--- config.mk ---
export PLATFORM = sky130hd
export DESIGN_NAME = list_reduce_engine
export DESIGN_NICKNAME = d
export VERILOG_FILES = /design/src/rtl/list_reduce_pkg.sv /design/src/rtl/list_reduce_alu.sv /design/src/rtl/list_reduce_engine.sv
export SDC_FILE = /design/constraint.sdc
export NUM_CORES = 1
export LEC_CHECK = 0
export CORE_AREA = 5 5 146 148
export CTS_CLUSTER_SIZE = 16
export DETAILED_ROUTE_END_ITERATION = 10
export DIE_AREA = 0 0 151 153
export SLEW_MARGIN = 30
export SYNTH_ARGS = -nofsm -noshare
export SYNTH_HDL_FRONTEND = slang
export SYNTH_SLANG_ARGS = --single-unit
--- constraint.sdc ---
create_clock -name clk -period 3.4 [get_ports clk]
set_input_delay 0.68 -clock clk [delete_from_list [all_inputs] [get_ports clk]]
set_output_delay 0.68 -clock clk [all_outputs]
set_load 0.01 [all_outputs]
--- src/rtl/list_reduce_pkg.sv ---
// Shared types for the list reduction engine: traversal states, fold modes
// and the null pointer value that terminates a list.
package list_reduce_pkg;

  typedef enum logic [2:0] {
    IDLE,
    REQ_VAL,
    WAIT_VAL,
    REQ_NEXT,
    WAIT_NEXT,
    DONE
  } state_t;

  typedef enum logic [1:0] {
    MODE_SUM = 2'b00,
    MODE_MAX = 2'b01,
    MODE_CNT = 2'b10,
    MODE_XOR = 2'b11
  } mode_t;

  localparam int NULL_PTR = 0;

endpackage

--- src/rtl/list_reduce_alu.sv ---
// Combinational fold step: combines the running accumulator with one node
// value under the selected mode and reports a carry-out for sum/count.
import list_reduce_pkg::*;

module list_reduce_alu #(
  parameter int DATA_W = 32
) (
  input  logic [DATA_W-1:0] acc,
  input  logic [DATA_W-1:0] value,
  input  mode_t             mode,
  output logic [DATA_W-1:0] next_acc,
  output logic              carry
);

  logic [DATA_W:0] wide;

  always_comb begin
    wide     = '0;
    next_acc = acc;
    carry    = 1'b0;
    case (mode)
      MODE_SUM: begin
        wide     = {1'b0, acc} + {1'b0, value};
        next_acc = wide[DATA_W-1:0];
        carry    = wide[DATA_W];
      end
      MODE_MAX: next_acc = (value > acc) ? value : acc;
      MODE_CNT: begin
        // Count ignores the node value; only the carry matters for wrap.
        wide     = {1'b0, acc} + {{DATA_W{1'b0}}, 1'b1};
        next_acc = wide[DATA_W-1:0];
        carry    = wide[DATA_W];
      end
      MODE_XOR: next_acc = acc ^ value;
      default:  next_acc = acc;
    endcase
  end

endmodule

--- src/rtl/list_reduce_engine.sv ---
// Linked-list walker: fetches value/next pairs from a single-port memory with a
// variable-latency handshake and folds the values, aborting after MAX_NODES.
import list_reduce_pkg::*;

module list_reduce_engine #(
  parameter int DATA_W    = 32,
  parameter int ADDR_W    = 8,
  parameter int MAX_NODES = 64
) (
  input  logic              clk,
  input  logic              rst,
  input  logic              start,
  input  logic [1:0]        mode,
  input  logic [ADDR_W-1:0] head,
  output logic              mem_req,
  output logic [ADDR_W-1:0] mem_addr,
  input  logic              mem_rvalid,
  input  logic [DATA_W-1:0] mem_rdata,
  output logic              busy,
  output logic              done,
  output logic [DATA_W-1:0] result,
  output logic              ovf,
  output logic              err
);

  localparam int CNT_W = $clog2(MAX_NODES + 1);

  state_t              state_q, state_d;
  mode_t               mode_q, mode_d;
  logic [ADDR_W-1:0]   ptr_q, ptr_d;
  logic [DATA_W-1:0]   acc_q, acc_d;
  logic [CNT_W-1:0]    cnt_q, cnt_d;
  logic                ovf_q, ovf_d;
  logic                err_q, err_d;
  logic                mem_req_q, mem_req_d;
  logic [ADDR_W-1:0]   mem_addr_q, mem_addr_d;
  logic                busy_q, busy_d;
  logic                done_q, done_d;
  logic [DATA_W-1:0]   alu_acc;
  logic                alu_carry;

  list_reduce_alu #(.DATA_W(DATA_W)) u_alu (
    .acc      (acc_q),
    .value    (mem_rdata),
    .mode     (mode_q),
    .next_acc (alu_acc),
    .carry    (alu_carry)
  );

  always_comb begin
    state_d = state_q;
    mode_d  = mode_q;
    ptr_d   = ptr_q;
    acc_d   = acc_q;
    cnt_d   = cnt_q;
    ovf_d   = ovf_q;
    err_d   = err_q;
    case (state_q)
      IDLE: begin
        if (start) begin
          mode_d  = mode_t'(mode);
          ptr_d   = head;
          acc_d   = '0;
          cnt_d   = '0;
          ovf_d   = 1'b0;
          err_d   = 1'b0;
          state_d = (head == ADDR_W'(NULL_PTR)) ? DONE : REQ_VAL;
        end
      end
      REQ_VAL:  state_d = WAIT_VAL;
      WAIT_VAL: begin
        if (mem_rvalid) begin
          acc_d   = alu_acc;
          ovf_d   = ovf_q | alu_carry;
          cnt_d   = cnt_q + CNT_W'(1);
          state_d = REQ_NEXT;
        end
      end
      REQ_NEXT: state_d = WAIT_NEXT;
      WAIT_NEXT: begin
        if (mem_rvalid) begin
          ptr_d = mem_rdata[ADDR_W-1:0];
          if (mem_rdata[ADDR_W-1:0] == ADDR_W'(NULL_PTR)) begin
            state_d = DONE;
          end else if (cnt_q == CNT_W'(MAX_NODES)) begin
            // Limit reached with more list ahead: treat as a runaway/cycle.
            state_d = DONE;
            err_d   = 1'b1;
          end else begin
            state_d = REQ_VAL;
          end
        end
      end
      DONE: begin
        if (!start) state_d = IDLE;
      end
      default: state_d = IDLE;
    endcase

    // Outputs are registered, so they are derived from the upcoming state.
    mem_req_d  = (state_d == REQ_VAL) || (state_d == REQ_NEXT);
    mem_addr_d = (state_d == REQ_NEXT) ? ptr_d + ADDR_W'(1) : ptr_d;
    busy_d     = (state_d != IDLE) && (state_d != DONE);
    done_d     = (state_d == DONE);
  end

  always_ff @(posedge clk) begin
    if (rst) begin
      state_q    <= IDLE;
      mode_q     <= MODE_SUM;
      ptr_q      <= '0;
      acc_q      <= '0;
      cnt_q      <= '0;
      ovf_q      <= 1'b0;
      err_q      <= 1'b0;
      mem_req_q  <= 1'b0;
      mem_addr_q <= '0;
      busy_q     <= 1'b0;
      done_q     <= 1'b0;
    end else begin
      state_q    <= state_d;
      mode_q     <= mode_d;
      ptr_q      <= ptr_d;
      acc_q      <= acc_d;
      cnt_q      <= cnt_d;
      ovf_q      <= ovf_d;
      err_q      <= err_d;
      mem_req_q  <= mem_req_d;
      mem_addr_q <= mem_addr_d;
      busy_q     <= busy_d;
      done_q     <= done_d;
    end
  end

  assign mem_req  = mem_req_q;
  assign mem_addr = mem_addr_q;
  assign busy     = busy_q;
  assign done     = done_q;
  assign result   = acc_q;
  assign ovf      = ovf_q;
  assign err      = err_q;

endmodule

==> results of run 1 <==
[worst reg2reg max path: cells and delay by family, from the launching register on]
kind	cells	cell delay, ns
AO/OA/AOI/OAI	4	0.95
adder cells (fa/ha/maj)	1	0.42
buffers and inverters	2	0.27
flip-flops	1	0.55
AND/OR/NAND/NOR	4	0.72
[through the flow]
stage          TNS [ns]  hold WS (ns)  utilization
2_1_floorplan         0        0.4577            -
3_3_place_gp     -1.767        0.4494       0.4523
3_5_place_dp     -2.899        0.4529       0.4523
4_1_cts               0        0.4641       0.4678
5_1_grt               0        0.5172       0.4688
6_report              0        0.4606       0.4688
[metal layers]
layer  track usage  vias up
met5             0        -
met4       0.06045        0
met3       0.03909       35
met2        0.3411      266
met1        0.2814     3467
li1              -     3716
[cell usage after synthesis, drive strengths merged, types with 15 or more instances]
master  count
a21oi      76
buf        19
clkbuf     28
dfxtp      65
ha         68
inv        72
nand2      78
nand3      36
nand4      15
nor2       91
nor3       31
o211ai     15
o21ai      48
xnor2      47
[repair_timing]
item	in CTS	in global routing
resized for setup	0	5
endpoints found under the setup margin	0	6
endpoints found under the hold margin	0	0
[area by class of cell]
cell class,count,area [um2]
Antenna cell,1,2.502
Clock buffer,9,225.2
Clock inverter,7,83.83
Fill cell,2054,10580
Inverter,72,270.3
Multi-Input combinational cell,728,5025
Sequential cell,65,1303
Tap cell,270,337.8
Timing Repair Buffer,246,2087
[worst max-delay path by stage]
stage | cells after the start | startpoint | end | slack (ns)
detailed placement | 11 | mem_rdata[11] | result[27] | -0.20
global route | 11 | mem_rdata[31] | result[25] | 0.004
global placement | 12 | mem_rdata[24] | result[31] | -0.17
CTS | 11 | mem_rdata[11] | result[27] | 0.15
finish | 11 | mem_rdata[28] | result[25] | 0.1
floorplan | 11 | mem_rdata[0] | result[18] | 0.38
[cell families (layout without fill, tap and decap cells)]
family / after synthesis / in the layout
other: 0 / 1
adder cells (fa/ha/maj): 69 / 69
multiplexers: 14 / 14
AND/OR/NAND/NOR: 331 / 331
XOR/XNOR: 55 / 55
buffers and inverters: 119 / 334
AO/OA/AOI/OAI: 259 / 259
flip-flops: 65 / 65
[power groups by stage]
stage          logic, mW  registers [mW]  clock network, mW
2_1_floorplan      0.602           0.868                  0
3_3_place_gp        1.10           0.865                  0
3_5_place_dp        1.10           0.865                  0
4_1_cts             1.11           0.848               1.04
5_1_grt             1.21           0.856               1.07
6_report            1.12           0.848               1.02
[sequential cells by signal (all words and copies together) (netlist names)]
name / count
result: 32
ptr_q: 8
busy: 1
ovf: 1
err: 1
mode_q: 2
done: 1
mem_req: 1
state_q: 3
cnt_q: 7
mem_addr: 8
==> results.txt, run 1 <==
- Launch point of the worst reg-to-reg path: result[10]
* Endpoint required time on the critical path: 3.70 ns
* Area of the placeable core: 0.01991 mm2
- The number of different library cells used by synthesis comes to 84.
- Compound-cell area share of the yosys netlist: 0.2609
* Seq/Total Area, Yosys: 0.1914
* Final net count: 1237
* Routed length on met3: 1598 um
* Basic-gate share of the synthesized area counting and, or, nand and nor cells: 0.2435
- Height of the die: 153 um
- Aggregate routed wire length: 24510 um
- The die covers 0.02310 mm2.
- Of the total power, the clock network draws 0.342.
- Highest metal layer with signal wires: met4
- Post-CTS timing repair inserted 0 buffers for setup.
* Most frequent cells in the layout: 155 x buf_4, 89 x nor2_1, 89 x clkdlybuf4s50_1
- DPL Wire Length: 18940 um
- Worst-case clock buffer depth: 2
- Critical setup path kind: in -> reg
- The most used flip-flop cell after synthesis is dfxtp_1.
- Switching share of power: 0.3632
* Internal power: 1.903 mW
* Top-level port count: 91
- Nets in the synthesized netlist: 1027
- Sequential Power Share: 0.284
- Clock skew: 0.007618 ns
* DR vias/cell: 5.353
- Gate count of the mapped netlist: 912
* Worst Setup Slack, final: 0.09799 ns
- On the critical path, the stage with the largest delay is an instance of or4_1.
- Relative contribution of combinational cells to total power: 0.374
- Leak: 3.806 nW
- The count of nets left with antenna violations once routing finished came out at 0.
* Area contributors post-synth: dfxtp_1 19%, ha_1 13%, xnor2_1 6.1%
- Setup violations remaining at the end of the flow were counted as 0.
- Cell area after layout: 0.009334 mm2
- Netlist area before placement: 0.006799 mm2
- Cell-by-cell trace of the critical path: clkdlybuf4s50_1 > ha_1 > nand4_1 > or4_1 > nor2_1 > o31a_2 > o2111ai_2 > a221oi_1 > nand3_1 > a21oi_1 > a21o_1
- Counting tap cells, the placed design contains a total of 1381 instances.
- Max-cap violations in this run came to 0.
* Beginning of the worst hold path: ovf
- Die width: 151 um
- After synthesis, the largest family of logic cells by area is compound AO/OA/AOI/OAI gates.
- Vias in the first global route: 7345
- Max transition margin: 0.5461
* Amount of wire on met2 after detailed routing: 11270 um
- Hold repair after CTS inserted 0 buffers.
- The largest total area in the synthesized netlist belongs to dfxtp_1.
* Final weighted congestion in routability-driven placement: 0.8984
- Post-synthesis async set-or-reset flop share: 0
* Number of cells on the worst hold path: 2
- Worst path buffer plus inverter count: 1
* Final max-slew violation count: 0
- Clock root buffer master: clkbuf_16
* Element type at the critical path end: flip-flop
- Wirelength per Cell: 17.53 um
- Of the total synthesized cell area, the portion taken by XOR and XNOR cells is 0.07085.
- Clock-pin slew was measured on the worst setup and hold paths at 0.06 ns.
- Power Total: 2.988 mW
- Inserted Clock Buffers: 9
- The flow ran to the end, and the final reports show no timing, DRC or antenna violations.
* Post-synth EDFFs: 0
- Yosys printed 0 warnings.
- Met1 routed wirelength after detailed routing: 11090 um
* Total DRC errors in the routed layout: 0
- The synthesized design contains 65 register bits.
- In the finished design, the share of the clock period the worst path needs comes to 0.9712.
- Fin crit period: 3.302 ns
- Counting every sink on the clock net gives 65.
* Via count: 7484
- Max IR drop VDD: 0.3044 mV
- For this design the total switching power over the nets is 1.085 mW.
* Endpoint with the worst hold slack: ovf
- Quantity of I/O buffers inserted on ports: 90
- Synth-to-Final Area Change: 37.28%
- Maximum clock frequency: 302.8 MHz
- TritonCTS built the clock tree.
- At the later pin of the worst-skew pair, clock insertion delay measures 0.35 ns.
* Worst hold-check path type: reg -> reg
- Total track usage: 0.2094
- Of all nets on the critical path, the largest fanout is 5.
- Maximum number of pins on one net before global-route repair: 64
- Register-to-Register Setup Slack: 0.39 ns
* Gate family responsible for the most delay along the worst path: compound AO/OA/AOI/OAI gates
- Worst Reg2Reg Path Length in Cells: 11
- Share of layout cells above drive strength 1: 0.1854
* Congestion Overflow GR: 0
* Wire length of the first global-routing pass: 38670 um
* Area share of fa/ha/maj cells after synthesis: 0.1281
- Leaving out fill and tap cells, the most frequent cell in the layout is buf_4.
- In this run the power density over the cells is 320.2 mW/mm2.
- In this run the number of H-tree levels came out at 3.
* Number of rows created at floorplan: 52
* Number of antenna violations at the first check in global routing: 1
- On the worst path, the slowest cell contributes a delay of 0.58 ns.
* Pre-Repair DR Iteration Count: 5
* Transition time at the pin with the least slew margin: 0.6809 ns
- For this configuration, the core starts out at a cell density of 0.3415.
- In this run the cell area measured after placement is 0.009005 mm2.
* Arrival @ worst endpoint: 3.60 ns
* Unrepaired setup endpoints after global routing: false
* Critical Path Start Type: primary input
- The endpoint identified for the worst register-to-register timing path is result[29].
- Before CTS, the worst setup slack after placement is -0.2041 ns.
* Starting DRT DRC Count: 527
* Fraction of post-synthesis cell area in the top cell type by area: 0.1914
* Final non-filler cell total: 1398
- After synthesis, the mean cell area works out to 7.455 um2.
* Multiplexer area fraction after synthesis: 0.03349
* Final Hold Violating Endpoints: 0
No activity file was read; power rests on OpenSTA's default activity.
==> run 2: changes to the inputs <==
- ABC_AREA: not set -> 1
- CORE_AREA: 5 5 146 148 -> 5 5 156 158
- DIE_AREA: 0 0 151 153 -> 0 0 161 163
==> run 2 against run 1 <==
Against the previous run: clock-buffer cell count stayed put; die area is 14% higher; register-to-register slack better by 0.28 ns; total power is 25% higher; non-clock buffer count is 126 lower; critical path depth is 6 higher; area after synthesis is 15% higher; setup slack better by 0.37 ns.
==> results.txt, run 2 <==
* Most common library cells after synthesis: 426 x nand2_1, 227 x inv_1, 191 x nor2_1 (was 89 x nor2_1, 78 x nand2_1, 76 x a21oi_1)
- The site row count came to 56 (was 52).
* Warning count from the yosys run: 0 (unchanged)
- Element type at the critical path end: flip-flop (unchanged)
- Pre-Repair DR Iteration Count: 5 (unchanged)
* Gate count of the mapped netlist: 1435 (was 912)
- Endpoint with the worst hold slack: cnt_q[6] (was ovf)
* Final non-filler cell total: 1822 (was 1398)
- Fraction of met1 tracks used by global routing: 0.3203 (was 0.2814)
- Leak: 4.651 nW (was 3.806 nW)
- Fraction of power consumed by the clock network: 0.255 (was 0.342)
- The count of max-cap constraint violations is 0 (unchanged).
- The flip-flop and latch count after synthesis was 65 (unchanged).
- The time the final worst path needs with I/O delays and setup was 2.928 ns (was 3.302 ns).
* Post-synth EDFFs: 0 (unchanged)
- The largest voltage drop on the vdd net is 0.2158 mV (was 0.3044 mV).
- The x dimension of the die came to 161 um (was 151 um).
* Beginning of the worst hold path: cnt_q[6] (was ovf)
- Total placed cells including tap cells: 1807 (was 1381)
- Total track usage: 0.2402 (was 0.2094)
- Total DRC errors in the routed layout: 0 (unchanged)
- The total power divided by cell area was 395.4 mW/mm2 (was 320.2 mW/mm2).
- Worst-case clock buffer depth: 2 (unchanged)
- Dominant register cell in the synthesized netlist: dfxtp_1 (unchanged)
* Post-synthesis async set-or-reset flop share: 0 (unchanged)
* Worst Reg2Reg Path Length in Cells: 14 (was 11)
* Register clock-pin slew on the reported worst setup and hold paths: 0.06 ns (about the same)
* CTS sink cnt: 65 (unchanged)
- Internal power: 2.057 mW (was 1.903 mW)
- The area inside the core boundary was 0.02298 mm2 (was 0.01991 mm2).
- Sequential Power Share: 0.257 (was 0.284)
- Nets in the synthesized netlist: 1550 (was 1027)
- Sum of negative setup slack: 0 ns (unchanged)
- Final Hold Slack: 0.4498 ns (was 0.4606 ns)
- The number of H-tree levels was 3 (unchanged).
- The total I/O pin count came to 91 (unchanged).
* Post-cts repair resize count: 0 (unchanged)
- Final net count: 1643 (was 1237)
- The busiest layer in global routing is met2 (unchanged).
- The pin count of the biggest net entering global routing came to 46 (was 64).
- The number of global-route vias before repair is 8951 (was 7345).
- The post-DP HPWL is 25280 um (was 18940 um).
- The met2 usage is 0.3977 (was 0.3411).
- Count of final setup violators: 0 (unchanged)
- The cell type contributing the most total cell area after synthesis is nand2_1 (was dfxtp_1).
- Crit share post-route: 0.8612 (was 0.9712)
- Maximum clock frequency: 341.5 MHz (was 302.8 MHz)
- DR vias/cell: 5.191 (was 5.353)
* Switching share of power: 0.4509 (was 0.3632)
* Average cell area after synthesis: 5.459 um2 (was 7.455 um2)
* Final max-slew violation count: 0 (unchanged)
- Critical setup path kind: in -> reg (unchanged)
- The height of the die came to 163 um (was 153 um).
* Share of layout cells above drive strength 1: 0.05809 (was 0.1854)
* Number of antenna violations at the first check in global routing: 0 (was 1)
* Endpoint required time on the critical path: 3.64 ns (was 3.70 ns)
- The aggregate routed wire length is 32060 um (was 24510 um).
- Area contributors post-synth: nand2_1 20%, dfxtp_1 17%, inv_1 11% (was dfxtp_1 19%, ha_1 13%, xnor2_1 6.1%).
* Run status: completed (unchanged)
- Via count: 9458 (was 7484)
- The number of nets with antenna violations after detailed routing came to 0 (unchanged).
* Largest fanout on the critical path: 4 (was 5)
* Wirelength per Cell: 17.60 um (was 17.53 um)
- The total clock buffers created by CTS is 9 (unchanged).
- The netlist area before placement is 0.007834 mm2 (was 0.006799 mm2).
- Net switching power of the design: 1.689 mW (was 1.085 mW)
* Starting density of the core: 0.3409 (was 0.3415)
* Max transition margin: 0.5516 (was 0.5461)
* Antenna cell count: 0 (was 1)
- The total congestion overflow was 0 (unchanged).
- Insertion delay of the later-clocked pin in the worst-skew pair: 0.35 ns (about the same)
* Leading cell type by number of instances after synthesis: nand2_1 (was nor2_1)
- The area of the die came to 0.02624 mm2 (was 0.02310 mm2).
* Setup Fix Bufs, Post-CTS: 0 (unchanged)
- Clock root buffer master: clkbuf_16 (unchanged)
* Distinct cell type count of the synthesized netlist: 52 (was 84)
* Relative contribution of combinational cells to total power: 0.488 (was 0.374)
- The worst setup slack for register-to-register paths was 0.67 ns (was 0.39 ns).
- The share of the synthesized area in the top cell type is 0.2041 (was 0.1914).
- Unrepaired setup endpoints after global routing: false (unchanged)
* Max reg flops: 32 (unchanged)
- Wire length of the first global-routing pass: 49690 um (was 38670 um)
- The met3 capacity usage during global routing was 0.04657 (was 0.03909).
* Final Hold Violating Endpoints: 0 (unchanged)
* Synth-to-Final Area Change: 20.92% (was 37.28%)
* Seq/Total Area, Yosys: 0.1661 (was 0.1914)
- CTS hold repair buffers: 0 (unchanged)
* Worst hold-check path type: reg -> reg (unchanged)
- Critical Path Start Type: primary input (unchanged)
- The port buffer count is 90 (unchanged).
- The worst endpoint data arrival time was 3.17 ns (was 3.60 ns).
- Reg2reg end: result[15] (was result[29])
* Launch point of the worst reg-to-reg path: result[25] (was result[10])
- The number of DRC markers in iteration 0 was 913 (was 527).
* Transition time at the pin with the least slew margin: 0.6719 ns (was 0.6809 ns)
- Final weighted congestion in routability-driven placement: 0.9778 (was 0.8984)
- The clock skew is 0.006954 ns (was 0.007618 ns).
* TritonCTS clock tree: built (unchanged)
- Most frequent standard cell in the layout excluding fill and tap cells: nand2_1 (was buf_4)
- Most frequent cells in the layout: 426 x nand2_1, 227 x inv_1, 189 x nor2_1 (was 155 x buf_4, 89 x nor2_1, 89 x clkdlybuf4s50_1)
- The depth of the worst hold-timing path was 1 (was 2).
run 2: power by group through the flow:
stage / combinational (mW) / sequential (mW) / clock (mW)
after floorplan: 1.09 / 0.968 / 0
after global placement: 1.78 / 0.977 / 0
after detailed placement: 1.79 / 0.973 / 0
after CTS: 1.80 / 0.957 / 0.973
after global routing: 2.02 / 0.972 / 1.00
final: 1.83 / 0.962 / 0.957
run 2: routing by layer:
metal	wire length (um)	part of all wire	vias to the layer above
li1	-	-	4721
met4	677	0.021	0
met1	14260	0.44	4322
met2	14610	0.46	366
met3	2505	0.078	49
met5	0	0	-
run 2: layout make-up:
type / count / area [um2]
inverters: 239 / 897.1
fillers: 2581 / 13510
repair buffers: 120 / 1164
clock buffers: 9 / 225.2
multi-input cells: 1093 / 5454
well taps: 290 / 362.8
clock inverters: 6 / 68.82
flip-flops and latches: 65 / 1301
run 2: metrics by stage:
stage	cell area (um2)	power (mW)	util	setup WS, ns
floorplan	7834	2.062	-	1.101
global placement	9179	2.752	0.3994	0.2381
detailed placement	9179	2.760	0.3994	0.2195
CTS	9473	3.726	0.4122	0.5677
global route	9473	3.997	0.4122	0.2572
finish	9473	3.746	0.4122	0.4719
run 2: worst max path at each step:
stage,slack (ns),depth (start not counted),from,to
finish,0.47,17,mem_rdata[0],result[22]
global route,0.26,17,mem_rdata[13],result[31]
CTS,0.57,17,mem_rdata[11],result[28]
detailed placement,0.22,17,mem_rdata[11],result[28]
global placement,0.24,17,mem_rdata[0],result[22]
floorplan,1.10,14,mem_rdata[30],result[24]
run 2: logic make-up after synthesis:
logic type	share of synthesized area
adder cells (fa/ha/maj)	0.1112
AND/OR/NAND/NOR	0.4367
XOR/XNOR	0.002236
AO/OA/AOI/OAI	0.1455
buffers and inverters	0.1383
flip-flops	0.1661
run 2: critical path, stage by stage:
cell and delay [ns]:
clkdlybuf4s50_1 0.46, ha_1 0.25, fa_1 0.40, nand2_1 0.17
nand2_1 0.09, nand3_1 0.07, nand2_1 0.12, nand2_1 0.14
nand3_1 0.21, nand2_1 0.14, nand2_1 0.05, nand2_1 0.05
nand3_1 0.09, nand2_1 0.08, inv_1 0.04, nor2_1 0.07
nor2_1 0.05
==> run 3: changes to the inputs <==
- CTS_BUF_LIST: not set -> sky130_fd_sc_hd__clkbuf_8
==> run 3 against run 2 <==
Against the previous run: setup slack improved by 0.060 ns; clock power fell by 27%; non-clock buffer count did not move; critical path type unchanged; largest cell class unchanged; highest routed layer unchanged.
==> results.txt, run 3 (same netlist as run 2, synthesis figures left out) <==
- Power per cell area: 371.9 mW/mm2 (was 395.4 mW/mm2)
- Internal power: 1.826 mW (was 2.057 mW)
- Element type at the critical path end: flip-flop (unchanged)
* Maximum clock frequency: 348.7 MHz (was 341.5 MHz)
* Leak: 4.605 nW (was 4.651 nW)
- The overall track demand over capacity in global routing came to 0.2409 (was 0.2402).
- Arrival @ worst endpoint: 3.13 ns (was 3.17 ns)
- The placement-stage worst setup slack came to 0.2195 ns (unchanged).
* Wire length of the first global-routing pass: 49800 um (was 49690 um)
- Register area: 0.001301 mm2 (unchanged)
- The port buffer count is 90 (unchanged).
- The final sum of negative setup slack was 0 ns (unchanged).
- The number of DRC markers in iteration 0 is 968 (was 913).
* Top-level port count: 91 (unchanged)
* Power Total: 3.485 mW (was 3.746 mW)
* Critical Path Start Type: primary input (unchanged)
- The share of power burned in registers is 0.276 (was 0.257).
* Cell-by-cell trace of the critical path: clkdlybuf4s50_1 > ha_1 > fa_1 > nand2_1 > a21oi_1 > nand2_1 > nand3_1 > nand2_1 > nand3_1 > nand2_1 > nand3_1 > nand2_1 > inv_1 > nor2_1 > nor2_1 (was clkdlybuf4s50_1 > ha_1 > fa_1 > nand2_1 > nand2_1 > nand3_1 > nand2_1 > nand2_1 > nand3_1 > nand2_1 > nand2_1 > nand2_1 > nand3_1 > nand2_1 > inv_1 > nor2_1 > nor2_1)
- The slowest cell on the critical path is clkdlybuf4s50_1 (unchanged).
- The combinational fraction of design power came to 0.525 (was 0.488).
- Post-place instance area: 0.009179 mm2 (unchanged)
- The clock transition at the register clock pins on the worst setup and hold paths after CTS is 0.07 ns (was 0.06 ns).
- Aggregate routed wire length: 32040 um (was 32060 um)
* DR vias/cell: 5.206 (was 5.191)
- Unrepaired setup endpoints after global routing: false (unchanged).
* CTS sink cnt: 65 (unchanged)
- The most frequent standard cell in the layout excluding fill and tap cells is nand2_1 (unchanged).
- Pre-Repair DR Iteration Count: 5 (unchanged)
- Clock root buffer master: clkbuf_8 (was clkbuf_16)
- The total number of nets in the final design was 1643 (unchanged).
* Final weighted congestion in routability-driven placement: 0.9778 (unchanged)
- The number of antenna violations at the first check in global routing was 0 (unchanged).
- The clock network fraction of total power was 0.199 (was 0.255).
- Gate family responsible for the most delay along the worst path: simple AND/OR/NAND/NOR gates (unchanged)
- Filler cell count in the final layout: 2595 (was 2581)
- Die area: 0.02624 mm2 (unchanged)
- The number of flip-flops in the largest register came to 32 (unchanged).
- Final max-slew violation count: 0 (unchanged)
- The ratio of final minimum period to clock period is 0.8434 (was 0.8612).
* Cell repeated most along the worst path: nand2_1 (unchanged)
- Wirelength per Cell: 17.58 um (was 17.60 um)
- Largest stage delay on the critical path: 0.46 ns (about the same)
- The critical setup path kind is in -> reg (unchanged).
- The routed via count came to 9485 (was 9458).
- The source-to-sink clock delay at the later pin of the worst-skew pair is 0.37 ns (was 0.35 ns).
- The sum of buffers and inverters on the critical path came to 2 (unchanged).
* Vias in the first global route: 9007 (was 8951)
- The count of endpoints failing hold in the final timing report is 0 (unchanged).
* Fin crit period: 2.868 ns (was 2.928 ns)
- The number of hold-repair buffers added at the cts stage is 0 (unchanged).
* Antenna cell count: 0 (unchanged)
* TritonCTS clock tree: built (unchanged)
* Number of rows created at floorplan: 56 (unchanged)
- Total area of multi-input combinational cells: 0.005454 mm2 (unchanged)
- Most frequent cells in the layout: 426 x nand2_1, 227 x inv_1, 189 x nor2_1 (unchanged).
- Max IR drop VDD: 0.2307 mV (was 0.2158 mV)
- Worst hold-check path type: reg -> reg (unchanged)
- Endpoint required time on the critical path: 3.67 ns (was 3.64 ns)
* Transition time at the pin with the least slew margin: 0.6812 ns (was 0.6719 ns)
- Worst-case clock buffer depth: 2 (unchanged)
* Switching share of power: 0.4759 (was 0.4509)
* Count of final setup violators: 0 (unchanged)
* Count of antenna-violating nets left after detailed routing: 0 (unchanged)
* Maximum number of pins on one net before global-route repair: 46 (unchanged)
- Cell area after layout: 0.009371 mm2 (was 0.009473 mm2)
- The worst path setup slack after routing came to 0.5324 ns (was 0.4719 ns).
* Synth-to-Final Area Change: 19.63% (was 20.92%)
- Die width: 161 um (unchanged)
* Post-cts repair resize count: 0 (unchanged)
* Height of the die: 163 um (unchanged)
* Clock H-tree levels: 3 (unchanged)
* Run status: completed (unchanged)
- The area inside the core boundary was 0.02298 mm2 (unchanged).
- The remaining routing DRC violations came to 0 (unchanged).
- The logic depth of the worst register-to-register path is 14 (unchanged).
- Max transition margin: 0.5454 (was 0.5516)
* Max-capacitance violation count: 0 (unchanged)
- Clock skew: 0.01329 ns (was 0.006954 ns)
- The post-CTS setup-driven buffer insertion count is 0 (unchanged).
* Inserted Clock Buffers: 9 (unchanged)
* Number of cells on the worst hold path: 1 (unchanged)
* Largest fanout on the critical path: 4 (unchanged)
* Starting density of the core: 0.3409 (unchanged)
- Number of logic stages on the critical path including buffering: 15 (was 17)
- DPL Wire Length: 25280 um (unchanged)
- Congestion Overflow GR: 0 (unchanged)
- The power dissipated by switching net loads was 1.659 mW (was 1.689 mW).
- The fraction of final layout cells with drive strength greater than 1 came to 0.05809 (unchanged).
==> run 3: worst register-to-register path, cell delays in order, from the launching register on <==
cell and delay (ns):
dfxtp_1 0.54, inv_1 0.22, ha_1 0.45, inv_1 0.13, nor2_1 0.17, nand3_2 0.14, nor2_2 0.19, nand2_1 0.07
nand2_1 0.07, nand2_2 0.10, nand2_4 0.09, buf_4 0.24, nand3_1 0.13, nand2_1 0.09, nor2_1 0.04
==> run 3: routing by layer <==
| metal | vias to the layer above | wire, um | GRT usage |
|---|---|---|---|
| met3 | 48 | 2706 | 0.04429 |
| met4 | 0 | 717 | 0.07290 |
| met5 | - | 0 | 0 |
| met1 | 4323 | 14170 | 0.3198 |
| met2 | 396 | 14450 | 0.3993 |
| li1 | 4718 | - | - |
==> run 3: cell type report <==
cell class / instances / area share
clock buffer: 9 / 0.01322
clock inverter: 6 / 0.007343
multi-input combinational: 1093 / 0.5820
tap: 290 / 0.03872
sequential: 65 / 0.1389
inverter: 239 / 0.09573
timing repair buffer: 120 / 0.1242
==> run 3: power by group through the flow <==
stage	sequential, mW	clock [mW]	combinational (mW)
2_1_floorplan	0.968	0	1.09
3_3_place_gp	0.977	0	1.78
3_5_place_dp	0.973	0	1.79
4_1_cts	0.956	0.714	1.80
5_1_grt	0.971	0.739	2.03
6_report	0.961	0.695	1.83
==> run 3: path summary, 6_finish.rpt <==
kind,from,endpoint,slack (ns)
hold reg to reg,cnt_q[6],cnt_q[6],0.45
setup reg to reg,result[25],result[15],0.63
hold / removal,cnt_q[6],cnt_q[6],0.45
setup / recovery,mem_rdata[0],result[28],0.53
==> run 3: stage by stage <==
| stage | hold WS, ns | util | std cells |
|---|---|---|---|
| final | 0.4522 | 0.4078 | 1822 |
| after global routing | 0.4802 | 0.4078 | 1822 |
| after CTS | 0.4595 | 0.4078 | 1822 |
| after detailed placement | 0.4482 | 0.3994 | 1807 |
| after global placement | 0.4382 | 0.3994 | 1807 |
| after floorplan | 0.4225 | - | 1435 |
